$ cat config.mk
export PLATFORM = sky130hd
export DESIGN_NAME = sd_digit_serializer
export DESIGN_NICKNAME = d
export VERILOG_FILES = /design/src/rtl/sd_pkg.sv /design/src/rtl/sd_word_slot.sv /design/src/rtl/sd_digit_serializer.sv
export SDC_FILE = /design/constraint.sdc
export NUM_CORES = 1
export LEC_CHECK = 0
export ABC_AREA = 1
export BUFFER_PORTS_ARGS = -buffer_cell sky130_fd_sc_hd__buf_4
export CAP_MARGIN = 20
export CORE_AREA = 2 2 65 61
export DETAILED_ROUTE_END_ITERATION = 10
export DIE_AREA = 0 0 67 63
export PLACE_DENSITY_LB_ADDON = 0.12
export SLEW_MARGIN = 30
export SYNTH_ARGS = -nofsm -noshare
export SYNTH_HDL_FRONTEND = slang
export SYNTH_SLANG_ARGS = --single-unit
$ cat constraint.sdc
create_clock -name clk -period 3.8 [get_ports clk]
set_input_delay 0.57 -clock clk [delete_from_list [all_inputs] [get_ports clk]]
set_output_delay 0.57 -clock clk [all_outputs]
set_load 0.02 [all_outputs]
$ cat src/rtl/sd_pkg.sv
// Shared definitions for the signed-digit serializer: digit encodings, FSM states, default width.
package sd_pkg;

  localparam int unsigned SD_NUM_DIGITS = 4;

  localparam logic [1:0] SD_ZERO    = 2'b00;
  localparam logic [1:0] SD_MINUS   = 2'b01;
  localparam logic [1:0] SD_PLUS    = 2'b10;
  localparam logic [1:0] SD_ILLEGAL = 2'b11;

  typedef enum logic [0:0] {
    ST_IDLE  = 1'b0,
    ST_SHIFT = 1'b1
  } sd_state_e;

  // Map the illegal both-set encoding to zero; legal digits pass unchanged.
  function automatic logic [1:0] sd_sanitize(input logic [1:0] d);
    logic [1:0] r;
    r = SD_ZERO;
    case (d)
      SD_ZERO, SD_MINUS, SD_PLUS: r = d;
      default:                    r = SD_ZERO;
    endcase
    return r;
  endfunction

endpackage

$ cat src/rtl/sd_word_slot.sv
// PEND holding register: one packed signed-digit word plus last flag and valid bit.
module sd_word_slot
  import sd_pkg::*;
#(
  parameter int unsigned W = SD_NUM_DIGITS
) (
  input  logic         clk,
  input  logic         rst,
  input  logic         load_i,
  input  logic         clear_i,
  input  logic [W-1:0] plus_i,
  input  logic [W-1:0] minus_i,
  input  logic         last_i,
  output logic [W-1:0] plus_o,
  output logic [W-1:0] minus_o,
  output logic         last_o,
  output logic         valid_o
);

  logic [W-1:0] plus_q;
  logic [W-1:0] minus_q;
  logic         last_q;
  logic         valid_q;

  // A load on the same edge as a clear keeps the slot full with the new word.
  always_ff @(posedge clk) begin
    if (rst) begin
      plus_q  <= '0;
      minus_q <= '0;
      last_q  <= 1'b0;
      valid_q <= 1'b0;
    end else if (load_i) begin
      plus_q  <= plus_i;
      minus_q <= minus_i;
      last_q  <= last_i;
      valid_q <= 1'b1;
    end else if (clear_i) begin
      valid_q <= 1'b0;
    end
  end

  assign plus_o  = plus_q;
  assign minus_o = minus_q;
  assign last_o  = last_q;
  assign valid_o = valid_q;

endmodule

$ cat src/rtl/sd_digit_serializer.sv
// Packed signed-digit word to MSD-first serial digit stream with a two-word (PEND + CUR) buffer.
// Optional illegal-digit check and substitution enabled by defining SD_DIGIT_CHECK_EN.
module sd_digit_serializer
  import sd_pkg::*;
#(
  parameter int unsigned NUM_DIGITS = SD_NUM_DIGITS,
  parameter int unsigned CNT_W      = 9,
  parameter int unsigned WCNT_W     = 7
) (
  input  logic                          clk,
  input  logic                          rst,
  input  logic                          read_enable,
  input  logic                          in_valid,
  output logic                          in_ready,
  input  logic [NUM_DIGITS-1:0]         in_plus,
  input  logic [NUM_DIGITS-1:0]         in_minus,
  input  logic                          in_last,
  output logic                          out_valid,
  input  logic                          out_ready,
  output logic [1:0]                    out_digit,
  output logic [$clog2(NUM_DIGITS)-1:0] out_sel,
  output logic                          out_last,
  output logic [CNT_W-1:0]              digit_cnt,
  output logic [WCNT_W-1:0]             word_cnt,
  output logic                          error_flag
);

  localparam int unsigned SEL_W = $clog2(NUM_DIGITS);
  localparam logic [SEL_W-1:0] SEL_MAX = SEL_W'(NUM_DIGITS - 1);

  logic [NUM_DIGITS-1:0] pend_plus;
  logic [NUM_DIGITS-1:0] pend_minus;
  logic                  pend_last;
  logic                  pend_valid;

  sd_state_e             state_q;
  logic [NUM_DIGITS-1:0] cur_plus_q;
  logic [NUM_DIGITS-1:0] cur_minus_q;
  logic                  cur_last_q;
  logic [SEL_W-1:0]      sel_q;
  logic [CNT_W-1:0]      digit_cnt_q;
  logic [WCNT_W-1:0]     word_cnt_q;

  logic       sel_at_max;
  logic       in_fire;
  logic       out_fire;
  logic       load_cur;
  logic [1:0] raw_digit;

  // Handshakes are suppressed entirely while the block is frozen.
  assign in_ready   = read_enable & ~pend_valid;
  assign out_valid  = read_enable & (state_q == ST_SHIFT);
  assign in_fire    = in_valid & in_ready;
  assign out_fire   = out_valid & out_ready;
  assign sel_at_max = (sel_q == SEL_MAX);
  assign load_cur   = read_enable & pend_valid &
                      ((state_q == ST_IDLE) | (out_fire & sel_at_max));

  sd_word_slot #(.W(NUM_DIGITS)) u_pend (
    .clk     (clk),
    .rst     (rst),
    .load_i  (in_fire),
    .clear_i (load_cur),
    .plus_i  (in_plus),
    .minus_i (in_minus),
    .last_i  (in_last),
    .plus_o  (pend_plus),
    .minus_o (pend_minus),
    .last_o  (pend_last),
    .valid_o (pend_valid)
  );

  // CUR shift register and FSM; the current digit always sits at the MSB position.
  always_ff @(posedge clk) begin
    if (rst) begin
      state_q     <= ST_IDLE;
      cur_plus_q  <= '0;
      cur_minus_q <= '0;
      cur_last_q  <= 1'b0;
      sel_q       <= '0;
      digit_cnt_q <= '0;
      word_cnt_q  <= '0;
    end else if (read_enable) begin
      if (out_fire) begin
        digit_cnt_q <= digit_cnt_q + CNT_W'(1);
      end
      if (out_fire && sel_at_max) begin
        word_cnt_q <= word_cnt_q + WCNT_W'(1);
      end
      case (state_q)
        ST_IDLE: begin
          if (load_cur) begin
            cur_plus_q  <= pend_plus;
            cur_minus_q <= pend_minus;
            cur_last_q  <= pend_last;
            sel_q       <= '0;
            state_q     <= ST_SHIFT;
          end
        end
        ST_SHIFT: begin
          if (out_fire) begin
            if (sel_at_max && load_cur) begin
              cur_plus_q  <= pend_plus;
              cur_minus_q <= pend_minus;
              cur_last_q  <= pend_last;
              sel_q       <= '0;
            end else if (sel_at_max) begin
              cur_plus_q  <= {cur_plus_q[NUM_DIGITS-2:0], 1'b0};
              cur_minus_q <= {cur_minus_q[NUM_DIGITS-2:0], 1'b0};
              cur_last_q  <= 1'b0;
              sel_q       <= '0;
              state_q     <= ST_IDLE;
            end else begin
              cur_plus_q  <= {cur_plus_q[NUM_DIGITS-2:0], 1'b0};
              cur_minus_q <= {cur_minus_q[NUM_DIGITS-2:0], 1'b0};
              sel_q       <= sel_q + SEL_W'(1);
            end
          end
        end
        default: state_q <= ST_IDLE;
      endcase
    end
  end

  assign raw_digit = {cur_plus_q[NUM_DIGITS-1], cur_minus_q[NUM_DIGITS-1]};
  assign out_sel   = sel_q;
  assign out_last  = cur_last_q & sel_at_max;
  assign digit_cnt = digit_cnt_q;
  assign word_cnt  = word_cnt_q;

`ifdef SD_DIGIT_CHECK_EN
  logic error_flag_q;

  // Sticky flag raised when an illegal digit is actually consumed.
  always_ff @(posedge clk) begin
    if (rst) begin
      error_flag_q <= 1'b0;
    end else if (out_fire && (raw_digit == SD_ILLEGAL)) begin
      error_flag_q <= 1'b1;
    end
  end

  assign out_digit  = sd_sanitize(raw_digit);
  assign error_flag = error_flag_q;
`else
  assign out_digit  = raw_digit;
  assign error_flag = 1'b0;
`endif

endmodule

==> impl_results.md, run 1 <==
* GRT overflow at 0
* Clk sinks at 38
* First-pass GRT wire length at 5.92 mm
* 1st-iter DRT viols at a little under 60
* Critical Path RT at 3.23 ns
* Mean cell area of the mapped netlist at approximately 7 um2
* PostCTS Resize Cnt at 0
* P&R area growth vs syn at 17.6%
* Most frequent cells in the layout: nand2_1, dfxtp_1, buf_4, nor2_1, a21oi_1
* Reg clk slew, reported paths at 0.07 ns
* Drt wl/cell at approximately 10 um
* Met1 WL at between 1.5 and 2 mm
* Crit-path max FO at 8
* RSZ-0062 raised after global routing: false
* Synth top area cells: dfxtp_1, nand2_1, a21oi_1, nand3_1, nor2_1
* Mapped Cells at 259
* DRC violations left at 0
* Setup TNS at 0 ns
* Clk_lat worst skew at about 0.29 ns
* Fill cell count at 342
* Start point of the critical path: state_q
* Chip height at 63 um
* Startpoint types: flip-flop
* Outcome: complete, no violations
* Reg2reg end: cur_plus_q[1]
* IO Port Bufs at 36
* Ant. Diodes at 0
* Min Tclk post-route at around 1.8 ns
* Via count at approximately 1,700
* Reg2Reg Launch Point: out_sel[0]
* Yosys top cell by area: dfxtp_1
* H-Tree Depth at 2
* GP Congestion at 0.795
* Core area at 3570 um2
* PwrDens at ~370 nW/um2
* # rows at 21
* Max Clk Rate at approximately 550 MHz
* Syn nets at 276
* Synth warnings at 0
* R2R cell count at 8
* Starting Density at 52.0%
* Hold_ws at between 0.4 and 0.5 ns
* Final hold violations at 0
* WL met3 at between 150 and 200 um
* Max Cap Viol at 0
* Post-CTS Setup Repair Bufs at 0
* Final Skew at 0.00286 ns
* Die area at 4220 um2
* Final ANT Viol Nets at 0
* Fin cells at between 300 and 400
* Hold/Removal Path Class: reg -> reg
* Final HPWL DP at 2.54 mm
* Max clock buf depth at 2
* Number of distinct library cells after synthesis at 34
* Crit path kind: reg -> out
* Synth top area share at 40.9%
* Reg2Reg Setup Slack at 2.20 ns
* TritonCTS clock tree: done
* Vias in the first global route at around 1,400
* CP arrival at 1.24 ns
* Critical Path End Type: primary output
* Vias per inst at 4.95
* Final setup fails at 0
* Top sig layer: met4
* Cts hold-fix bufs at 0
* Sequential-to-total area share from yosys stat at 40.9%
* Lkg Pwr at 0.967 nW
* Mapped Area at 1860 um2
* Final wirelength at 3.51 mm
* Placed Instances at roughly 330
* Root buffer cell: clkbuf_8
* Tcrit/Tclk final at 47.5%
* Synthesis-stage register bit count at 38
* Met2 WL post-DR at 1.54 mm
* Share of cells above drive strength 1 at 20.4%
* Commonest non-fill, non-tap cell in the layout: nand2_1
* Drt pass-1 iters at 4
* GR Util All Layers at 18.2%
* Largest net degree at the start of global routing at 29
* I/O Pins at 38
* TritonCTS Buffers at 5
* Max Slew Vio Count at 0
* Die Width at 67 um
* Worst vdd rail ir drop at about 0.00026 V
* CP endpoint: out_valid
* # nets final at 306
* Initial antenna violation count at 0
==> state kept, by name, indices dropped and copies added, names as in the netlist <==
name,flops
cur_last_q,1
cur_minus_q,4
cur_plus_q,4
digit_cnt,9
out_sel,2
state_q,1
u_pend.last_o,1
u_pend.minus_o,4
u_pend.plus_o,4
u_pend.valid_o,1
word_cnt,7
==> routing by layer <==
layer,global-route usage (%),vias up
met5,0,-
met4,6.89,0
met3,6.49,4
met2,27.0,34
met1,23.9,727
li1,-,893
==> cell families after synthesis <==
group / Yosys count / synth area share (%)
other: 1 / 0.202
flip-flops: 38 / 40.9
AND/OR/NAND/NOR: 134 / 34.4
XOR/XNOR: 2 / 0.942
adder cells (fa/ha/maj): 3 / 2.02
buffers and inverters: 41 / 9.89
AO/OA/AOI/OAI: 40 / 11.6
==> worst min path at each step <==
stage                     start               end  slack (ns)  cells past startpoint
2_1_floorplan     u_pend.last_o     u_pend.last_o        0.44                      2
3_3_place_gp      u_pend.last_o     u_pend.last_o        0.45                      2
3_5_place_dp   u_pend.plus_o[1]  u_pend.plus_o[1]        0.46                      2
4_1_cts        u_pend.plus_o[1]  u_pend.plus_o[1]        0.47                      2
5_1_grt        u_pend.plus_o[3]  u_pend.plus_o[3]        0.50                      2
6_report       u_pend.plus_o[1]  u_pend.plus_o[1]        0.47                      2
==> worst max-delay path, cell delays in order (launching register included) <==
cell and delay, ns:
dfxtp_1 0.55, nand2_2 0.18, inv_1 0.09, buf_4 0.13
==> synthesized netlist by cell type <==
library cell  instances
a21oi_1              25
a31oi_1               3
buf_1                 1
buf_2                 2
buf_4                 5
buf_6                 1
clkbuf_1              4
clkinv_1              2
clkinv_2              1
conb_1                1
dfxtp_1              38
ha_1                  3
inv_1                23
inv_2                 2
nand2_1              59
nand2_2               6
nand2_4               1
nand3_1              22
nand3_2               1
nand3_4               1
nand3b_1              1
nand4_1               9
nor2_1               27
nor2_2                1
nor2_4                2
nor2_8                1
nor3_1                2
nor3b_1               1
o21a_1                2
o21ai_0               6
o21ai_1               2
o21ai_2               2
xnor2_1               1
xor2_1                1
==> final cells by class <==
cell class	instances	area, um2	area share, %
clock buffers	7	76.3	3.49
well taps	46	57.6	2.63
multi-input cells	180	915	41.8
repair buffers	36	270	12.4
flip-flops and latches	38	761	34.8
inverters	28	106	4.87
==> metrics by stage <==
| stage | instance area (um2) | setup WS, ns | util, % | power [mW] |
|---|---|---|---|---|
| floorplan | 1860 | 2.31 | - | 0.535 |
| global placement | 2110 | 2.10 | 59.0 | 0.556 |
| detailed placement | 2110 | 2.06 | 59.0 | 0.558 |
| CTS | 2190 | 1.98 | 61.2 | 0.815 |
| global route | 2190 | 1.90 | 61.2 | 0.848 |
| finish | 2190 | 1.99 | 61.2 | 0.805 |
==> power by group <==
| group | switching, mW | leakage (nW) | internal (mW) |
|---|---|---|---|
| registers | 0.0142 | 0.309 | 0.417 |
| logic | 0.0742 | 0.620 | 0.0436 |
| clock network | 0.130 | 0.0383 | 0.126 |
Note: power is estimated with default switching activity, not from simulation.
==> run 2: changes to the inputs <==
ABC_AREA = 0   (was 1)
CORE_AREA = 2 2 64 60   (was 2 2 65 61)
DIE_AREA = 0 0 66 62   (was 0 0 67 63)
clock period = 1.7 ns   (was 3.8 ns; I/O delays follow)
==> impl_results.md, run 2 <==
* Outcome: complete, no violations
* CP delay by family, top: simple AND/OR/NAND/NOR gates
* Final setup fails at 0
* Post-synthesis mux area share at about 7.6%
* CP endpoint: word_cnt[5]
* Reg clk slew, reported paths at 0.07 ns
* 1st-iter DRT viols at 94
* Vias in the first global route at around 1,400
* H-Tree Depth at 2
* Die Width at 66 um
* Synth Flop Type: dfxtp_1
* Setup WS post-layout at 0.0984 ns
* Design Area, Final at 2090 um2
* TritonCTS clock tree: done
* Ant. Diodes at 0
* GP Congestion at a little over 0.8
* EDFF count, synth at 0
* RSZ-0062 raised after global routing: false
* # nets final at 242
* Drt pass-1 iters at 4
* CP peak stage delay at ~0.5 ns
* Compound-Gate Fraction of Synth Area at 18.9%
* Final hold violations at 0
* Commonest non-fill, non-tap cell in the layout: buf_4
* Tcrit/Tclk final at 94.2%
* Startpoint types: flip-flop
* Chip height at 62 um
* I/O Pins at 38
* Simple-Gate Fraction of Synth Area at 20.2%
* Starting Density at between 40% and 50%
* Most common cell in the netlist: dfxtp_1
* Final Skew at 0.00363 ns
* Critical path cell sequence: ha_2 -> nand4_1 -> or4_1 -> a21oi_1
* P&R area growth vs syn at 20.4%
* CP Buf/Inv Count at 0
* Largest family of logic cells by synthesized area: simple AND/OR/NAND/NOR gates
* Largest register FFs at 9
* Synthesis-stage register bit count at 38
* Max clock buf depth at 2
* Mean cell area of the mapped netlist at a little over 9 um2
* Mapped Cells at 191
* Vias per inst at 5.67
* Final HPWL DP at 2.51 mm
* Drt wl/cell at 13.0 um
* Syn nets at 208
* Critical Path RT at between 1.5 and 2 ns
* Reg2Reg Launch Point: out_sel[0]
* Pwr Total at 1.64 mW
* Crit-path max FO at 7
* Die area at just over 4000 um2
* Sequential-to-total area share from yosys stat at 43.8%
* Worst path slowest cell: or4_1
* First-pass GRT wire length at 5.99 mm
* Min Tclk post-route at between 1.5 and 2 ns
* Hold_ws at between 0.2 and 0.25 ns
* Pre-CTS WS at 0.0605 ns
* Start point of the critical path: out_sel[0]
* TritonCTS Buffers at 5
* Lkg Pwr at 0.819 nW
* Synth cell count leaders: dfxtp_1, a21oi_1, nor2_1, o21ai_0, mux2i_1
* Via count at around 1,500
* Placed Area at 2010 um2
* DRC violations left at 0
* Mapped Area at 1740 um2
* Number of distinct library cells after synthesis at 32
* Largest net degree at the start of global routing at 39
* Final Util at 59.5%
* Clk sinks at 38
* Placed Instances at between 200 and 300
* Max Clk Rate at 624 MHz
* Async set-reset flop share out of synthesis at 0%
* Hold/Removal Path Class: in -> reg
* FF/Latch Area at 761 um2
* Fill cell count at 343
* GRT overflow at 0
* Post-Synth XOR/XNOR Area at between 1.5 and 2%
* Synth top area cells: dfxtp_1, mux2i_1, a21oi_1, o21ai_0, nor2_1
* Setup TNS at 0 ns
* Core area at 3520 um2
* Clk_lat worst skew at between 0.2 and 0.3 ns
* Fin cells at 271
* Root buffer cell: clkbuf_8
* Critical Path End Type: flip-flop
* Share of cells above drive strength 1 at 23.6%
* Final wirelength at 3.52 mm
* Worst vdd rail ir drop at 0.000553 V
* R2R cell count at 4
* Crit path depth at 4
* Area of the multi-input gates at 880 um2
* Synth Area in Adders at under 10%
* IO Port Bufs at 36
* PwrDens at slightly below 800 nW/um2
* Max Slew Vio Count at 0
* CP arrival at 1.82 ns
* Reg2reg end: word_cnt[5]
* Final ANT Viol Nets at 0
* Synth top area share at 43.8%
* Synth warnings at 0
* Post-CTS Setup Repair Bufs at 0
* Most frequent cells in the layout: buf_4, dfxtp_1, a21oi_1, nor2_1, o21ai_0
* Yosys top cell by area: dfxtp_1
* Reg2Reg Setup Slack at approximately 0.1 ns
* Crit path kind: reg -> reg
* Initial antenna violation count at 0
* GR Util All Layers at between 10% and 20%
* Max Cap Viol at 0
* # rows at 21
==> run 2: cell count changes after synthesis, moves of 6 or more <==
cell | previous run | this run
a311oi_1 | 0 | 6
inv_1 | 23 | 2
mux2i_1 | 0 | 12
nand2_1 | 59 | 6
nand2_2 | 6 | 0
nand3_1 | 22 | 8
nor2_1 | 27 | 18
o21ai_0 | 6 | 18
o31ai_1 | 0 | 6
or4_1 | 0 | 7
==> run 2: report_power, final <==
group | total, mW | switching [mW] | internal, mW
registers | 0.922 | 0.0106 | 0.912
logic | 0.149 | 0.0857 | 0.0635
clock network | 0.568 | 0.285 | 0.282
==> run 2: cell type report <==
cell class	count	area share [%]
Multi-Input combinational cell	136	42.0
Sequential cell	38	36.3
Timing Repair Buffer	41	14.7
Clock buffer	7	3.65
Tap cell	46	2.75
Inverter	3	0.538
==> run 2: cell families after synthesis <==
logic type | count (synthesis)
other | 1
multiplexers | 13
AO/OA/AOI/OAI | 56
adder cells (fa/ha/maj) | 3
AND/OR/NAND/NOR | 60
flip-flops | 38
buffers and inverters | 17
XOR/XNOR | 3
==> run 2: layer usage <==
| metal | GRT usage, % | up-vias | part of all wire (%) |
|---|---|---|---|
| met5 | 0 | - | 0 |
| met4 | 7.29 | 0 | 0.97 |
| met3 | 5.41 | 4 | 4.5 |
| met2 | 32.8 | 32 | 48 |
| met1 | 23.3 | 723 | 47 |
| li1 | - | 777 | - |
==> run 2: worst min-delay path by stage <==
stage / cells past startpoint / slack, ns / from / endpoint
after floorplan: 2 / 0.40 / in_last / u_pend.last_o
after global placement: 2 / 0.46 / cur_last_q / cur_last_q
after detailed placement: 2 / 0.47 / digit_cnt[8] / digit_cnt[8]
after CTS: 3 / 0.20 / in_minus[3] / u_pend.minus_o[3]
after global routing: 3 / 0.22 / in_plus[0] / u_pend.plus_o[0]
final: 3 / 0.20 / in_plus[0] / u_pend.plus_o[0]
==> run 2: timing repair <==
action	CTS	global route
endpoints found under the setup margin	0	2
resized for setup	0	1
hold buffers	0	0
==> run 2: worst min-delay path: stages <==
cell and delay (ns):
buf_4 0.08, mux2i_1 0.05, nor2_1 0.07
==> run 3: changes to the inputs <==
CORE_AREA = 2 2 65 61   (was 2 2 64 60)
DIE_AREA = 0 0 67 63   (was 0 0 66 62)
PLACE_DENSITY = 0.85   (was not set)
PLACE_DENSITY_LB_ADDON = not set   (was 0.12)
SYNTH_HIERARCHICAL = 1   (was not set)
==> impl_results.md, run 3 <==
* Outcome: complete, no violations
* Via count at 1,543
* DRC violations left at 0
* Lkg Pwr at 0.813 nW
* Commonest non-fill, non-tap cell in the layout: buf_4
* Final wirelength at 3.65 mm
* Cts hold-fix bufs at 0
* First-pass GRT wire length at roughly 6.2 mm
* H-Tree Depth at 2
* Synthesis-stage register bit count at 38
* Final hold violations at 0
* Startpoint types: flip-flop
* Synth top area cells: dfxtp_1, a21oi_1, mux2i_1, o21ai_0, nor2_1
* Hold Crit Start: in_last
* Yosys top cell by area: dfxtp_1
* Vias in the first global route at 1,404
* Final Skew at 0.00707 ns
* Starting Density at roughly 50%
* Post-CTS Setup Repair Bufs at 0
* GP Congestion at 0.756
* Hold_ws at 0.206 ns
* Critical Path RT at a little under 2 ns
* Clk sinks at 38
* Async set-reset flop share out of synthesis at 0%
* Synth Flop Type: dfxtp_1
* Clk_lat worst skew at 0.29 ns
* Crit-path max FO at 9
* Die Width at 67 um
* IO Port Bufs at 36
* Sequential-to-total area share from yosys stat at a little over two fifths
* Max clock buf depth at 2
* TritonCTS clock tree: done
* Mapped Area at 1780 um2
* Worst path slowest cell: or4_1
* Synth warnings at 6
* Tcrit/Tclk final at 94.5%
* Min Tclk post-route at roughly 1.6 ns
* CP peak stage delay at 0.50 ns
* I/O Pins at 38
* Vias per inst at 5.59
* CP Buf/Inv Count at 0
* # rows at 21
* Share of cells above drive strength 1 at 24.3%
* Final setup fails at 0
* P&R area growth vs syn at 20.0%
* Mean cell area of the mapped netlist at approximately 9 um2
* Reg2reg end: word_cnt[6]
* Worst vdd rail ir drop at a little under 0.0004 V
* EDFF count, synth at 0
* Root buffer cell: clkbuf_8
* Final ANT Viol Nets at 0
* Number of distinct library cells after synthesis at 35
* Most common cell in the netlist: dfxtp_1
* Reg2Reg Launch Point: out_sel[0]
* Synth top area share at a little over two fifths
* Reg clk slew, reported paths at 0.07 ns
* # nets final at 247
* Initial antenna violation count at 0
* Drt pass-1 iters at 4
* Area of the multi-input gates at 900 um2
* FF/Latch Area at roughly 760 um2
* Syn nets at 214
* CP arrival at 1.83 ns
* Setup TNS at 0 ns
* Hold path depth at 3
* Critical Path End Type: flip-flop
* Drt wl/cell at 13.2 um
* Fill cell count at between 300 and 400
* PostCTS Resize Cnt at 0
* Pwr Total at 1.68 mW
* Max Clk Rate at 622 MHz
* End of the worst hold path: u_pend/last_o
* Largest register FFs at 9
* Most frequent cells in the layout: buf_4, dfxtp_1, a21oi_1, nor2_1, o21ai_0
* Hold/Removal Path Class: in -> reg
* GRT overflow at 0
* Max Slew Vio Count at 0
* Largest net degree at the start of global routing at 22
* Max Cap Viol at 0
* Final HPWL DP at ~2.4 mm
* CP delay by family, top: simple AND/OR/NAND/NOR gates
* R2R cell count at 4
* Crit path kind: reg -> reg
* Die area at 4220 um2
* Reg2Reg Setup Slack at 0.09 ns
* Mapped Cells at just under 200
* Chip height at 63 um
* Critical path cell sequence: ha_1 -> nand4_4 -> or4_1 -> a21oi_1
* TritonCTS Buffers at 5
* Ant. Diodes at 0
* GR Util All Layers at 18.9%
* Synth cell count leaders: dfxtp_1, a21oi_1, nor2_1
* RSZ-0062 raised after global routing: false
* PwrDens at 785 nW/um2
* Core area at between 3000 and 4000 um2
* 1st-iter DRT viols at 130
[run 3: cell types whose count changed after synthesis, sizes merged, moves of 2 or more]
cell	previous run	this run
and2	1	3
buf	9	11
inv	3	5
nand2	6	10
nand3	9	11
nand4	12	9
nor2	18	16
nor2b	0	2
o21ai	18	13
or3	5	2
[run 3: worst max path at each step]
stage	start	to	slack, ns	cells after the start
2_1_floorplan	out_sel[0]	word_cnt[4]	0.05	5
3_3_place_gp	out_sel[0]	word_cnt[6]	0.17	4
5_1_grt	out_sel[0]	word_cnt[6]	0.008	4
3_5_place_dp	out_sel[0]	word_cnt[6]	0.12	4
4_1_cts	out_sel[0]	word_cnt[6]	0.09	4
6_report	out_sel[0]	word_cnt[6]	0.09	4
[run 3: layer usage]
metal  GRT usage [%]  share of wire (%)  up-vias
met5               0                  0        -
met4            7.65                1.6        0
met3            6.13                5.8        7
met2            27.4                 43       40
met1            25.8                 50      713
li1                -                  -      783
[run 3: report_power, final]
part,leakage (nW),total (mW),switching (mW),internal [mW]
logic,0.467,0.170,0.0918,0.0784
registers,0.308,0.933,0.0175,0.915
clock network,0.0383,0.577,0.294,0.282
[run 3: final cells by class]
class                           instances  share of cell area [%]
Tap cell                               46                    2.69
Inverter                                5                   0.877
Clock buffer                            7                    3.57
Sequential cell                        38                    35.5
Timing Repair Buffer                   42                    15.3
Multi-Input combinational cell        138                    42.0
[run 3: per-stage QoR]
stage / util [%] / cells / worst slack, ns / instance area, um2
finish: 59.9 / 276 / 0.0930 / 2140
global route: 59.9 / 276 / 0.00811 / 2140
CTS: 59.9 / 276 / 0.0926 / 2140
detailed placement: 57.8 / 269 / 0.118 / 2060
global placement: 57.8 / 269 / 0.171 / 2060
floorplan: - / 197 / 0.0506 / 1780
[run 3: cell families after synthesis]
family                     after synthesis  synth area share (%)
xor gates and xnor gates                 3                  1.47
DFF                                     38                  42.6
and+or+nand+nor                         65                  21.3
muxes                                   13                  7.43
adders and majority gates                3                  2.10
AOI/OAI and AO/OA                       53                  17.9
buffers and inverters                   21                  6.94
other                                    1                 0.210
[run 3: worst min-delay path, cell delays in order]
cell and delay, ns:
buf_4 0.07, mux2i_1 0.05, nor2_1 0.07
